`config.mk`:
```
export PLATFORM = sky130hd
export DESIGN_NAME = apb_master_bridge_flat
export DESIGN_NICKNAME = d
export VERILOG_FILES = /design/src/rtl/apb_master_bridge_pkg.sv /design/src/rtl/apb_master_bridge_if.sv /design/src/rtl/apb_master_bridge.sv /design/src/flat_wrapper.sv
export SDC_FILE = /design/constraint.sdc
export NUM_CORES = 1
export LEC_CHECK = 0
export CORE_MARGIN = 2
export CORE_UTILIZATION = 41
export DETAILED_ROUTE_END_ITERATION = 10
export GPL_ROUTABILITY_DRIVEN = 0
export PLACE_DENSITY = 0.84
export RECOVER_POWER = 25
export SYNTH_ARGS = -nofsm -noshare
export SYNTH_HDL_FRONTEND = slang
export SYNTH_SLANG_ARGS = --single-unit
```
`constraint.sdc`:
```
create_clock -name clk -period 2.1 [get_ports clk]
set_input_delay 0.315 -clock clk [delete_from_list [all_inputs] [get_ports clk]]
set_output_delay 0.315 -clock clk [all_outputs]
set_load 0.01 [all_outputs]
```
`src/rtl/apb_master_bridge_pkg.sv`:
```
// Shared widths, FSM state encoding and timeout counter sizing for the APB master bridge.
package apb_master_bridge_pkg;

    localparam int ADDR_WIDTH     = 32;
    localparam int APB_DATA_WIDTH = 32;

    typedef enum logic [1:0] {
        APB_M_IDLE   = 2'd0,
        APB_M_SETUP  = 2'd1,
        APB_M_ACCESS = 2'd2,
        APB_M_RESP   = 2'd3
    } apb_m_state_e;

    // The counter must be able to hold the terminal value itself; a disabled timeout still needs one bit.
    function automatic int unsigned cnt_width(input int unsigned t);
        return (t == 0) ? 1 : $clog2(t + 1);
    endfunction

endpackage

```
`src/rtl/apb_master_bridge_if.sv`:
```
// Request/response channel plus APB bus, bundled for the bridge (master) and its surroundings (slave).
interface apb_master_bridge_if;
    import apb_master_bridge_pkg::*;

    logic                      req_valid;
    logic                      req_ready;
    logic                      req_wr;
    logic [ADDR_WIDTH-1:0]     req_addr;
    logic [APB_DATA_WIDTH-1:0] req_wdata;
    logic                      rsp_valid;
    logic                      rsp_ready;
    logic [APB_DATA_WIDTH-1:0] rsp_rdata;
    logic                      rsp_err;
    logic                      apb_psel;
    logic                      apb_enab;
    logic                      apb_rw;
    logic [ADDR_WIDTH-1:0]     apb_addr;
    logic [APB_DATA_WIDTH-1:0] apb_wdata;
    logic [APB_DATA_WIDTH-1:0] apb_rdata;
    logic                      apb_ack;

    modport master (
        input  req_valid, req_wr, req_addr, req_wdata, rsp_ready, apb_rdata, apb_ack,
        output req_ready, rsp_valid, rsp_rdata, rsp_err,
               apb_psel, apb_enab, apb_rw, apb_addr, apb_wdata
    );

    modport slave (
        output req_valid, req_wr, req_addr, req_wdata, rsp_ready, apb_rdata, apb_ack,
        input  req_ready, rsp_valid, rsp_rdata, rsp_err,
               apb_psel, apb_enab, apb_rw, apb_addr, apb_wdata
    );

endinterface

```
`src/rtl/apb_master_bridge.sv`:
```
// APB initiator: one outstanding valid/ready request turned into SETUP/ACCESS, with ACCESS timeout.
//   state  | meaning
//   IDLE   | req_ready high, waiting for a request
//   SETUP  | psel high, enab low, address/control driven
//   ACCESS | psel+enab high, waiting for apb_ack or timeout
//   RESP   | rsp_valid held until rsp_ready
module apb_master_bridge
    import apb_master_bridge_pkg::*;
#(
    parameter int unsigned TIMEOUT_CYCLES = 16
) (
    input  logic                 clk,
    input  logic                 resetn,
    apb_master_bridge_if.master  bus
);

    localparam int unsigned CNT_W = cnt_width(TIMEOUT_CYCLES);

    apb_m_state_e              state_q;
    logic                      req_ready_q;
    logic                      rsp_valid_q;
    logic [APB_DATA_WIDTH-1:0] rsp_rdata_q;
    logic                      rsp_err_q;
    logic                      psel_q;
    logic                      enab_q;
    logic                      rw_q;
    logic [ADDR_WIDTH-1:0]     addr_q;
    logic [APB_DATA_WIDTH-1:0] wdata_q;
    logic [CNT_W-1:0]          cnt_q;
    logic [CNT_W-1:0]          cnt_d;
    logic                      timeout_hit;

    assign cnt_d       = cnt_q + 1'b1;
    assign timeout_hit = (TIMEOUT_CYCLES != 0) && (cnt_q == CNT_W'(TIMEOUT_CYCLES));

    always_ff @(posedge clk) begin
        if (!resetn) begin
            state_q     <= APB_M_IDLE;
            req_ready_q <= 1'b0;
            rsp_valid_q <= 1'b0;
            rsp_rdata_q <= '0;
            rsp_err_q   <= 1'b0;
            psel_q      <= 1'b0;
            enab_q      <= 1'b0;
            rw_q        <= 1'b0;
            addr_q      <= '0;
            wdata_q     <= '0;
            cnt_q       <= '0;
        end else begin
            case (state_q)
                APB_M_IDLE: begin
                    // req_ready_q is low only in the first cycle after reset release
                    if (req_ready_q && bus.req_valid) begin
                        req_ready_q <= 1'b0;
                        rw_q        <= bus.req_wr;
                        addr_q      <= bus.req_addr;
                        wdata_q     <= bus.req_wdata;
                        psel_q      <= 1'b1;
                        enab_q      <= 1'b0;
                        cnt_q       <= '0;
                        state_q     <= APB_M_SETUP;
                    end else begin
                        req_ready_q <= 1'b1;
                    end
                end
                APB_M_SETUP: begin
                    enab_q  <= 1'b1;
                    state_q <= APB_M_ACCESS;
                end
                APB_M_ACCESS: begin
                    if (bus.apb_ack) begin
                        rsp_rdata_q <= rw_q ? '0 : bus.apb_rdata;
                        rsp_err_q   <= 1'b0;
                        rsp_valid_q <= 1'b1;
                        psel_q      <= 1'b0;
                        enab_q      <= 1'b0;
                        state_q     <= APB_M_RESP;
                    end else if (timeout_hit) begin
                        rsp_rdata_q <= '0;
                        rsp_err_q   <= 1'b1;
                        rsp_valid_q <= 1'b1;
                        psel_q      <= 1'b0;
                        enab_q      <= 1'b0;
                        state_q     <= APB_M_RESP;
                    end else begin
                        cnt_q <= cnt_d;
                    end
                end
                APB_M_RESP: begin
                    if (bus.rsp_ready) begin
                        rsp_valid_q <= 1'b0;
                        req_ready_q <= 1'b1;
                        state_q     <= APB_M_IDLE;
                    end
                end
                default: state_q <= APB_M_IDLE;
            endcase
        end
    end

    assign bus.req_ready = req_ready_q;
    assign bus.rsp_valid = rsp_valid_q;
    assign bus.rsp_rdata = rsp_rdata_q;
    assign bus.rsp_err   = rsp_err_q;
    assign bus.apb_psel  = psel_q;
    assign bus.apb_enab  = enab_q;
    assign bus.apb_rw    = rw_q;
    assign bus.apb_addr  = addr_q;
    assign bus.apb_wdata = wdata_q;

endmodule

```
`src/flat_wrapper.sv`:
```
// flat-port wrapper written by rule: the top's interface ports become plain ports
module apb_master_bridge_flat import apb_master_bridge_pkg::*;
#(
    parameter int unsigned TIMEOUT_CYCLES = 16
)
  (clk, resetn, bus_req_valid, bus_req_wr, bus_req_addr, bus_req_wdata, bus_rsp_ready, bus_apb_rdata, bus_apb_ack, bus_req_ready, bus_rsp_valid, bus_rsp_rdata, bus_rsp_err, bus_apb_psel, bus_apb_enab, bus_apb_rw, bus_apb_addr, bus_apb_wdata);
  apb_master_bridge_if bus_i ();
  input  logic clk;
  input  logic resetn;
  input wire logic [$bits(bus_i.req_valid)-1:0] bus_req_valid;
  input wire logic [$bits(bus_i.req_wr)-1:0] bus_req_wr;
  input wire logic [$bits(bus_i.req_addr)-1:0] bus_req_addr;
  input wire logic [$bits(bus_i.req_wdata)-1:0] bus_req_wdata;
  input wire logic [$bits(bus_i.rsp_ready)-1:0] bus_rsp_ready;
  input wire logic [$bits(bus_i.apb_rdata)-1:0] bus_apb_rdata;
  input wire logic [$bits(bus_i.apb_ack)-1:0] bus_apb_ack;
  output wire logic [$bits(bus_i.req_ready)-1:0] bus_req_ready;
  output wire logic [$bits(bus_i.rsp_valid)-1:0] bus_rsp_valid;
  output wire logic [$bits(bus_i.rsp_rdata)-1:0] bus_rsp_rdata;
  output wire logic [$bits(bus_i.rsp_err)-1:0] bus_rsp_err;
  output wire logic [$bits(bus_i.apb_psel)-1:0] bus_apb_psel;
  output wire logic [$bits(bus_i.apb_enab)-1:0] bus_apb_enab;
  output wire logic [$bits(bus_i.apb_rw)-1:0] bus_apb_rw;
  output wire logic [$bits(bus_i.apb_addr)-1:0] bus_apb_addr;
  output wire logic [$bits(bus_i.apb_wdata)-1:0] bus_apb_wdata;
  assign bus_i.req_valid = bus_req_valid;
  assign bus_i.req_wr = bus_req_wr;
  assign bus_i.req_addr = bus_req_addr;
  assign bus_i.req_wdata = bus_req_wdata;
  assign bus_i.rsp_ready = bus_rsp_ready;
  assign bus_i.apb_rdata = bus_apb_rdata;
  assign bus_i.apb_ack = bus_apb_ack;
  assign bus_req_ready = bus_i.req_ready;
  assign bus_rsp_valid = bus_i.rsp_valid;
  assign bus_rsp_rdata = bus_i.rsp_rdata;
  assign bus_rsp_err = bus_i.rsp_err;
  assign bus_apb_psel = bus_i.apb_psel;
  assign bus_apb_enab = bus_i.apb_enab;
  assign bus_apb_rw = bus_i.apb_rw;
  assign bus_apb_addr = bus_i.apb_addr;
  assign bus_apb_wdata = bus_i.apb_wdata;
  apb_master_bridge #(.TIMEOUT_CYCLES(TIMEOUT_CYCLES)) u_core (.clk(clk), .resetn(resetn), .bus(bus_i));
endmodule
```
==> run summary, run 1 <==
Status -> finished, final reports clean
GRT Total Usage -> 0.1990
Seq pwr share -> 0.426
Pint -> 4.018 mW
CP Capture Type -> flip-flop
Post-synthesis sequential area ratio -> 0.5082
Post-synth top area cell -> dfxtp_1
Number of flops mapped to enable cells by yosys -> 0
Crit path time final -> 1.904 ns
I/O Pins -> 204
Htree depth -> 3
Grt total ovfl -> 0
Placement Cell Area -> 0.006421 mm²
CTS Hold Bufs -> 0
Nets -> 775
CTS root buf -> clkbuf_8
Sw Share -> 0.3055
Place WS -> 0.1649 ns
Startpoint types -> flip-flop
Unrepaired setup endpoints after global routing -> false
Layout cells sized above 1 -> 0.05961
Reg2Reg Launch Point -> u_core.cnt_q[0]
Final Hold Fails -> 0
Largest net degree at the start of global routing -> 44
Fin crit share -> 0.9069
Hold_ws -> 0.3281 ns
Critical path arrival -> 2.21 ns
Reg clk slew, reported paths -> 0.11 ns
Max Fclk -> 0.5251 GHz
Bufs on Longest Clock Path -> 2
Synth Register Bits -> 109
Final number of max-transition violations -> 0
Die span in x -> 106.3 µm
CTS tree -> done
Die Footprint -> 0.01131 mm²
TNS Setup -> 0 ns
Worst slew pin tran -> 0.7315 ns
Area grow syn2layout -> 55.54%
Core Footprint -> 0.01023 mm²
Worst rel slew slack -> 0.5123
Share of the synthesized area in the top cell type -> 0.5082
Reg2reg setup slack -> 0.20 ns
Critical path class -> flip-flop to flip-flop
Setup bufs post-CTS -> 0
# resized after CTS -> 0
DRT iter0 DRCs -> 147
Routed wire length -> 11570 µm
Initial antenna violation count -> 0
Async SR Flop Fraction -> 0
Post-DP HPWL -> 8401 µm
Syn nets -> 583
Synth Instances -> 474
Final Skew -> 0.01266 ns
Worst Path Required -> 2.41 ns
Cts bufs inserted -> 9
Max IR drop VDD -> 0.4342 mV
First-pass GRT wire length -> 18290 µm
Max-cap violations -> 0
Vias in the first global route -> 3895
Antenna-violating nets left -> 0
Starting Density -> 0.4197
DR DRC count -> 0
Finished Cell Area -> 0.006679 mm²
Ys flop type -> dfxtp_1
CTS sink count -> 109
Worst setup path startpoint -> u_core.cnt_q[0]
Psw -> 1.768 mW
PwrDens -> 866.2 mW/mm²
Final setup vio count -> 0
Syn_area_per_cell -> 9.059 µm²
Clock share of power -> 0.268
Avg WL per Cell -> 14.34 µm
IO buf count -> 203
DR pass1 iterations -> 4
# rows -> 37
Pleak -> 2.457 nW
Largest cells by area after synthesis -> dfxtp_1 (51%), nand2_1 (13%), a21boi_0 (12%), a22oi_1 (5.6%), nor2b_1 (5.0%)
Die height -> 106.3 µm
Mapped cell area -> 0.004294 mm²
Crit Path Max Fanout -> 16
Worst hold-check path type -> input port to flip-flop
Via count -> 3927
HP Start -> resetn
Vias per std cell -> 4.866
Comb power frac -> 0.306
Yosys warns -> 0
Setup ws final -> 0.1955 ns
Diodes inserted -> 0
Worst-Skew Late Latency -> 0.37 ns
Library cells used by synthesis -> 37
==> power by group through the flow <==
stage | Sequential, mW | Combinational, mW | Clock [mW]
finish | 2.46 | 1.77 | 1.55
global route | 2.50 | 1.94 | 1.67
CTS | 2.47 | 1.82 | 1.59
detailed placement | 2.52 | 1.82 | 0
global placement | 2.51 | 1.76 | 0
floorplan | 2.61 | 0.836 | 0
==> logic make-up after synthesis <==
| logic type | share of synthesized area |
|---|---|
| AO/OA/AOI/OAI | 0.2127 |
| adder cells (fa/ha/maj) | 0.02040 |
| buffers and inverters | 0.04633 |
| flip-flops | 0.5082 |
| multiplexers | 0.004662 |
| AND/OR/NAND/NOR | 0.2078 |
==> cells in the mapped netlist, types with 2 or more instances <==
cell,count
buf_4,6
nand2b_1,2
a32o_1,2
buf_6,3
nand2_1,143
o211ai_1,2
mux2i_1,2
buf_2,9
nor2b_1,34
nand3_1,2
dfxtp_1,109
inv_1,4
a22oi_1,32
clkbuf_1,16
a21boi_0,67
ha_1,7
o21ai_0,6
nor2_1,5
and2_1,2
a21oi_1,4
==> per-stage QoR <==
| step | instances | util | total power [mW] |
|---|---|---|---|
| final | 807 | 0.6528 | 5.785 |
| after global routing | 807 | 0.6528 | 6.107 |
| after CTS | 806 | 0.6522 | 5.889 |
| after detailed placement | 790 | 0.6276 | 4.334 |
| after global placement | 790 | 0.6276 | 4.268 |
| after floorplan | 474 | - | 3.444 |
==> layout by cell type (no fill, tap or decap), types with 3 or more instances in the layout <==
master	n
nand2_1	143
clkbuf_8	9
dlygate4sd3_1	50
a21oi_1	4
buf_4	8
o21ai_0	6
inv_1	4
dfxtp_1	109
bufinv_16	3
a21boi_0	67
nor2b_1	34
nor2_1	5
clkdlybuf4s50_1	152
ha_1	7
a22oi_1	32
==> worst max-delay path: stages, from the launching register on <==
cell and delay [ns]:
dfxtp_1 0.40, inv_1 0.08, ha_1 0.20, and4bb_4 0.25
o21ai_2 0.61, a22oi_1 0.15, nor2b_1 0.15
==> state kept, by name, indices dropped and copies added, names as in the netlist, 2 cells and up <==
register / cells
u_core.bus.rsp_rdata: 32
u_core.bus.apb_wdata: 32
u_core.bus.apb_addr: 32
u_core.state_q: 2
u_core.cnt_q: 5
==> worst paths after layout <==
check | end | depth (start not counted)
worst max-delay path | u_core.bus.rsp_rdata[19] | 6
worst min-delay path | u_core.state_q[1] | 3
worst max register to register | u_core.bus.rsp_rdata[19] | 6
worst min register to register | u_core.bus.apb_wdata[7] | 2
==> area by class of cell <==
class,instances,area (µm²)
Fill cell,808,3552
Sequential cell,109,2182
Timing Repair Buffer,214,2132
Multi-Input combinational cell,328,1928
Tap cell,136,170.2
Clock inverter,7,127.6
Clock buffer,9,123.9
Inverter,4,15.01
==> per-layer routing <==
metal / vias to the layer above / routed length (µm) / global-route usage
li1: 1966 / - / -
met2: 138 / 5752 / 0.3526
met3: 15 / 759 / 0.05334
met1: 1808 / 4943 / 0.2353
met5: - / 0 / 0
met4: 0 / 114 / 0.05733
No activity file was read; power rests on OpenSTA's default activity.
==> run 2, diff against run 1 <==
- CORE_UTILIZATION: 41 -> 42
- CTS_BUF_LIST: unset -> sky130_fd_sc_hd__clkbuf_8
- CTS_CLUSTER_DIAMETER: unset -> 150
- PLACE_DENSITY: 0.84 -> 0.86
- SKIP_LAST_GASP: unset -> 1
==> run 2 against run 1 <==
  * Critical path depth unchanged
  * Critical path type unchanged
  * Sequential cell count unchanged
  * First-iteration DRC count up 18%
  * Total power down 4.9%
  * Clock skew up 0.0017 ns
  * Global-route usage up 1.5 points
==> run summary, run 2 (same netlist as run 1, synthesis figures left out) <==
DR pass1 iterations -> 5 (+1)
Fin crit share -> 0.8987 (-0.008178)
Total power -> 5.504 mW (-4.9%)
Max-cap violations -> 0 (unchanged)
Die height -> 105.1 µm (-1.2%)
Crit Path Max Fanout -> 16 (unchanged)
IO buf count -> 203 (unchanged)
Routed wire length -> 11690 µm (+1.0%)
Area grow syn2layout -> 53.85%
Grt total ovfl -> 0 (unchanged)
Reg2Reg Launch Point -> u_core.cnt_q[0]
Post-DP HPWL -> 8367 µm (-0.41%)
Final Hold Fails -> 0 (unchanged)
Worst Reg-to-Reg Cells -> 6 (unchanged)
First-pass GRT wire length -> 19490 µm (+6.6%)
CTS root buf -> clkbuf_8
Worst rel slew slack -> 0.5033 (-0.008970)
Unrepaired setup endpoints after global routing -> false
DR DRC count -> 0 (unchanged)
Diodes inserted -> 0 (unchanged)
Max IR drop VDD -> 0.4605 mV (+6.1%)
Worst-Skew Late Latency -> 0.37 ns (about the same)
Critical path arrival -> 2.18 ns (-0.03 ns)
Worst Path Required -> 2.40 ns (about the same)
GRT Total Usage -> 0.2143 (+0.01533)
Final Skew -> 0.01437 ns (+0.001714 ns)
Worst setup path startpoint -> u_core.cnt_q[0]
Layout cells sized above 1 -> 0.05689 (-0.002726)
Startpoint types -> flip-flop
Pint -> 3.761 mW (-6.4%)
CP Capture Type -> flip-flop
Final number of max-transition violations -> 0 (unchanged)
TNS Setup -> 0 ns (unchanged)
Sw Share -> 0.3167 (+0.01113)
Clock share of power -> 0.232 (-0.036)
Vias per std cell -> 4.989 (+2.5%)
DRT iter0 DRCs -> 174 (+18%)
Reg clk slew, reported paths -> 0.10 ns (about the same)
# resized after CTS -> 0 (unchanged)
Core Footprint -> 0.009864 mm² (-3.6%)
CTS sink count -> 109 (unchanged)
Crit path time final -> 1.887 ns (-0.01717 ns)
Via count -> 3996 (+1.8%)
Commonest non-fill, non-tap cells in the layout -> clkdlybuf4s50_1 (160), nand2_1 (143), dfxtp_1 (109), a21boi_0 (67), dlygate4sd3_1 (42)
Setup bufs post-CTS -> 0 (unchanged)
Htree depth -> 3 (unchanged)
Seq pwr share -> 0.447 (+0.021)
Die span in x -> 105.1 µm (-1.2%)
CTS Hold Bufs -> 0 (unchanged)
Bufs on Longest Clock Path -> 2 (unchanged)
Reg2Reg Capture Point -> u_core.bus.rsp_rdata[19]
Status -> finished, final reports clean
Die Footprint -> 0.01105 mm² (-2.3%)
HP Start -> resetn
WHS Endpoint -> u_core.bus.rsp_err
Starting Density -> 0.4353 (+0.01560)
Most common cell after layout, fill and taps aside -> clkdlybuf4s50_1
Hold_ws -> 0.2492 ns (-0.07894 ns)
PwrDens -> 833.1 mW/mm² (-3.8%)
I/O Pins -> 204 (unchanged)
Largest net degree at the start of global routing -> 46 (+4.5%)
Cts bufs inserted -> 9 (unchanged)
Reg2reg setup slack -> 0.21 ns (+0.02 ns)
Hold depth -> 3 (unchanged)
Worst hold-check path type -> input port to flip-flop
Antenna-violating nets left -> 0 (unchanged)
Nets -> 773 (-0.26%)
Psw -> 1.743 mW (-1.4%)
CTS tree -> done
Worst slew pin tran -> 0.7449 ns (+0.01345 ns)
Avg WL per Cell -> 14.59 µm (+1.8%)
Critical path class -> flip-flop to flip-flop
Comb power frac -> 0.321 (+0.015)
Vias in the first global route -> 4085 (+4.9%)
Pleak -> 2.389 nW (-2.8%)
Initial antenna violation count -> 0 (unchanged)
# rows -> 36 (-2.7%)
Final setup vio count -> 0 (unchanged)
Max Fclk -> 0.5299 GHz (+0.91%)
==> run 2: changes by cell type in the layout (fill, tap and decap cells not counted), sizes merged <==
cell           delta
clkinvlp          +1
bufinv            -2
dlygate4sd3       -8
clkdlybuf4s50     +8
buf               -2
==> run 2: final cells by class <==
cell class,count,area [µm²]
clock buffer,9,123.9
clock inverter,6,68.82
fill,782,3258
inverter,4,15.01
multi-input combinational,328,1931
sequential,109,2182
tap,133,166.4
timing repair buffer,212,2120
==> run 2: how the worst max path moves through the flow <==
stage / endpoint / slack, ns / cells after the start
floorplan: u_core.cnt_q[1] / 0.62 / 6
global placement: u_core.bus.rsp_rdata[20] / 0.32 / 4
detailed placement: u_core.bus.rsp_rdata[4] / 0.18 / 6
CTS: u_core.bus.rsp_rdata[4] / 0.16 / 6
global route: u_core.bus.rsp_rdata[3] / 0.06 / 6
finish: u_core.bus.rsp_rdata[19] / 0.21 / 6
==> run 2: worst max-delay path: stages, from the launching register on <==
cell	delay (ns)
dfxtp_1	0.38
inv_1	0.07
ha_1	0.20
and4bb_4	0.25
o21ai_2	0.62
a22oi_1	0.14
nor2b_1	0.16
==> run 2: routing by layer <==
| layer | vias to the layer above | wire length [µm] | share of wire | track usage |
|---|---|---|---|---|
| met5 | - | 0 | 0 | 0 |
| met4 | 0 | 320 | 0.027 | 0.08667 |
| met3 | 26 | 813 | 0.070 | 0.06301 |
| met2 | 147 | 5751 | 0.49 | 0.3748 |
| met1 | 1852 | 4802 | 0.41 | 0.2435 |
| li1 | 1971 | - | - | - |
==> run 2: metrics by stage <==
stage / util / instance area, µm² / std cells / worst slack (ns)
after floorplan: - / 4294 / 474 / 0.6153
after global placement: 0.6503 / 6415 / 785 / 0.3225
after detailed placement: 0.6503 / 6415 / 785 / 0.1809
after CTS: 0.6698 / 6608 / 800 / 0.1595
after global routing: 0.6697 / 6606 / 801 / 0.06440
final: 0.6697 / 6606 / 801 / 0.2127
==> run 2: power groups by stage <==
| stage | Sequential, mW | Combinational, mW | Clock, mW |
|---|---|---|---|
| final | 2.46 | 1.76 | 1.28 |
| after global routing | 2.50 | 1.95 | 1.42 |
| after CTS | 2.47 | 1.83 | 1.31 |
| after detailed placement | 2.52 | 1.82 | 0 |
| after global placement | 2.50 | 1.76 | 0 |
| after floorplan | 2.61 | 0.836 | 0 |
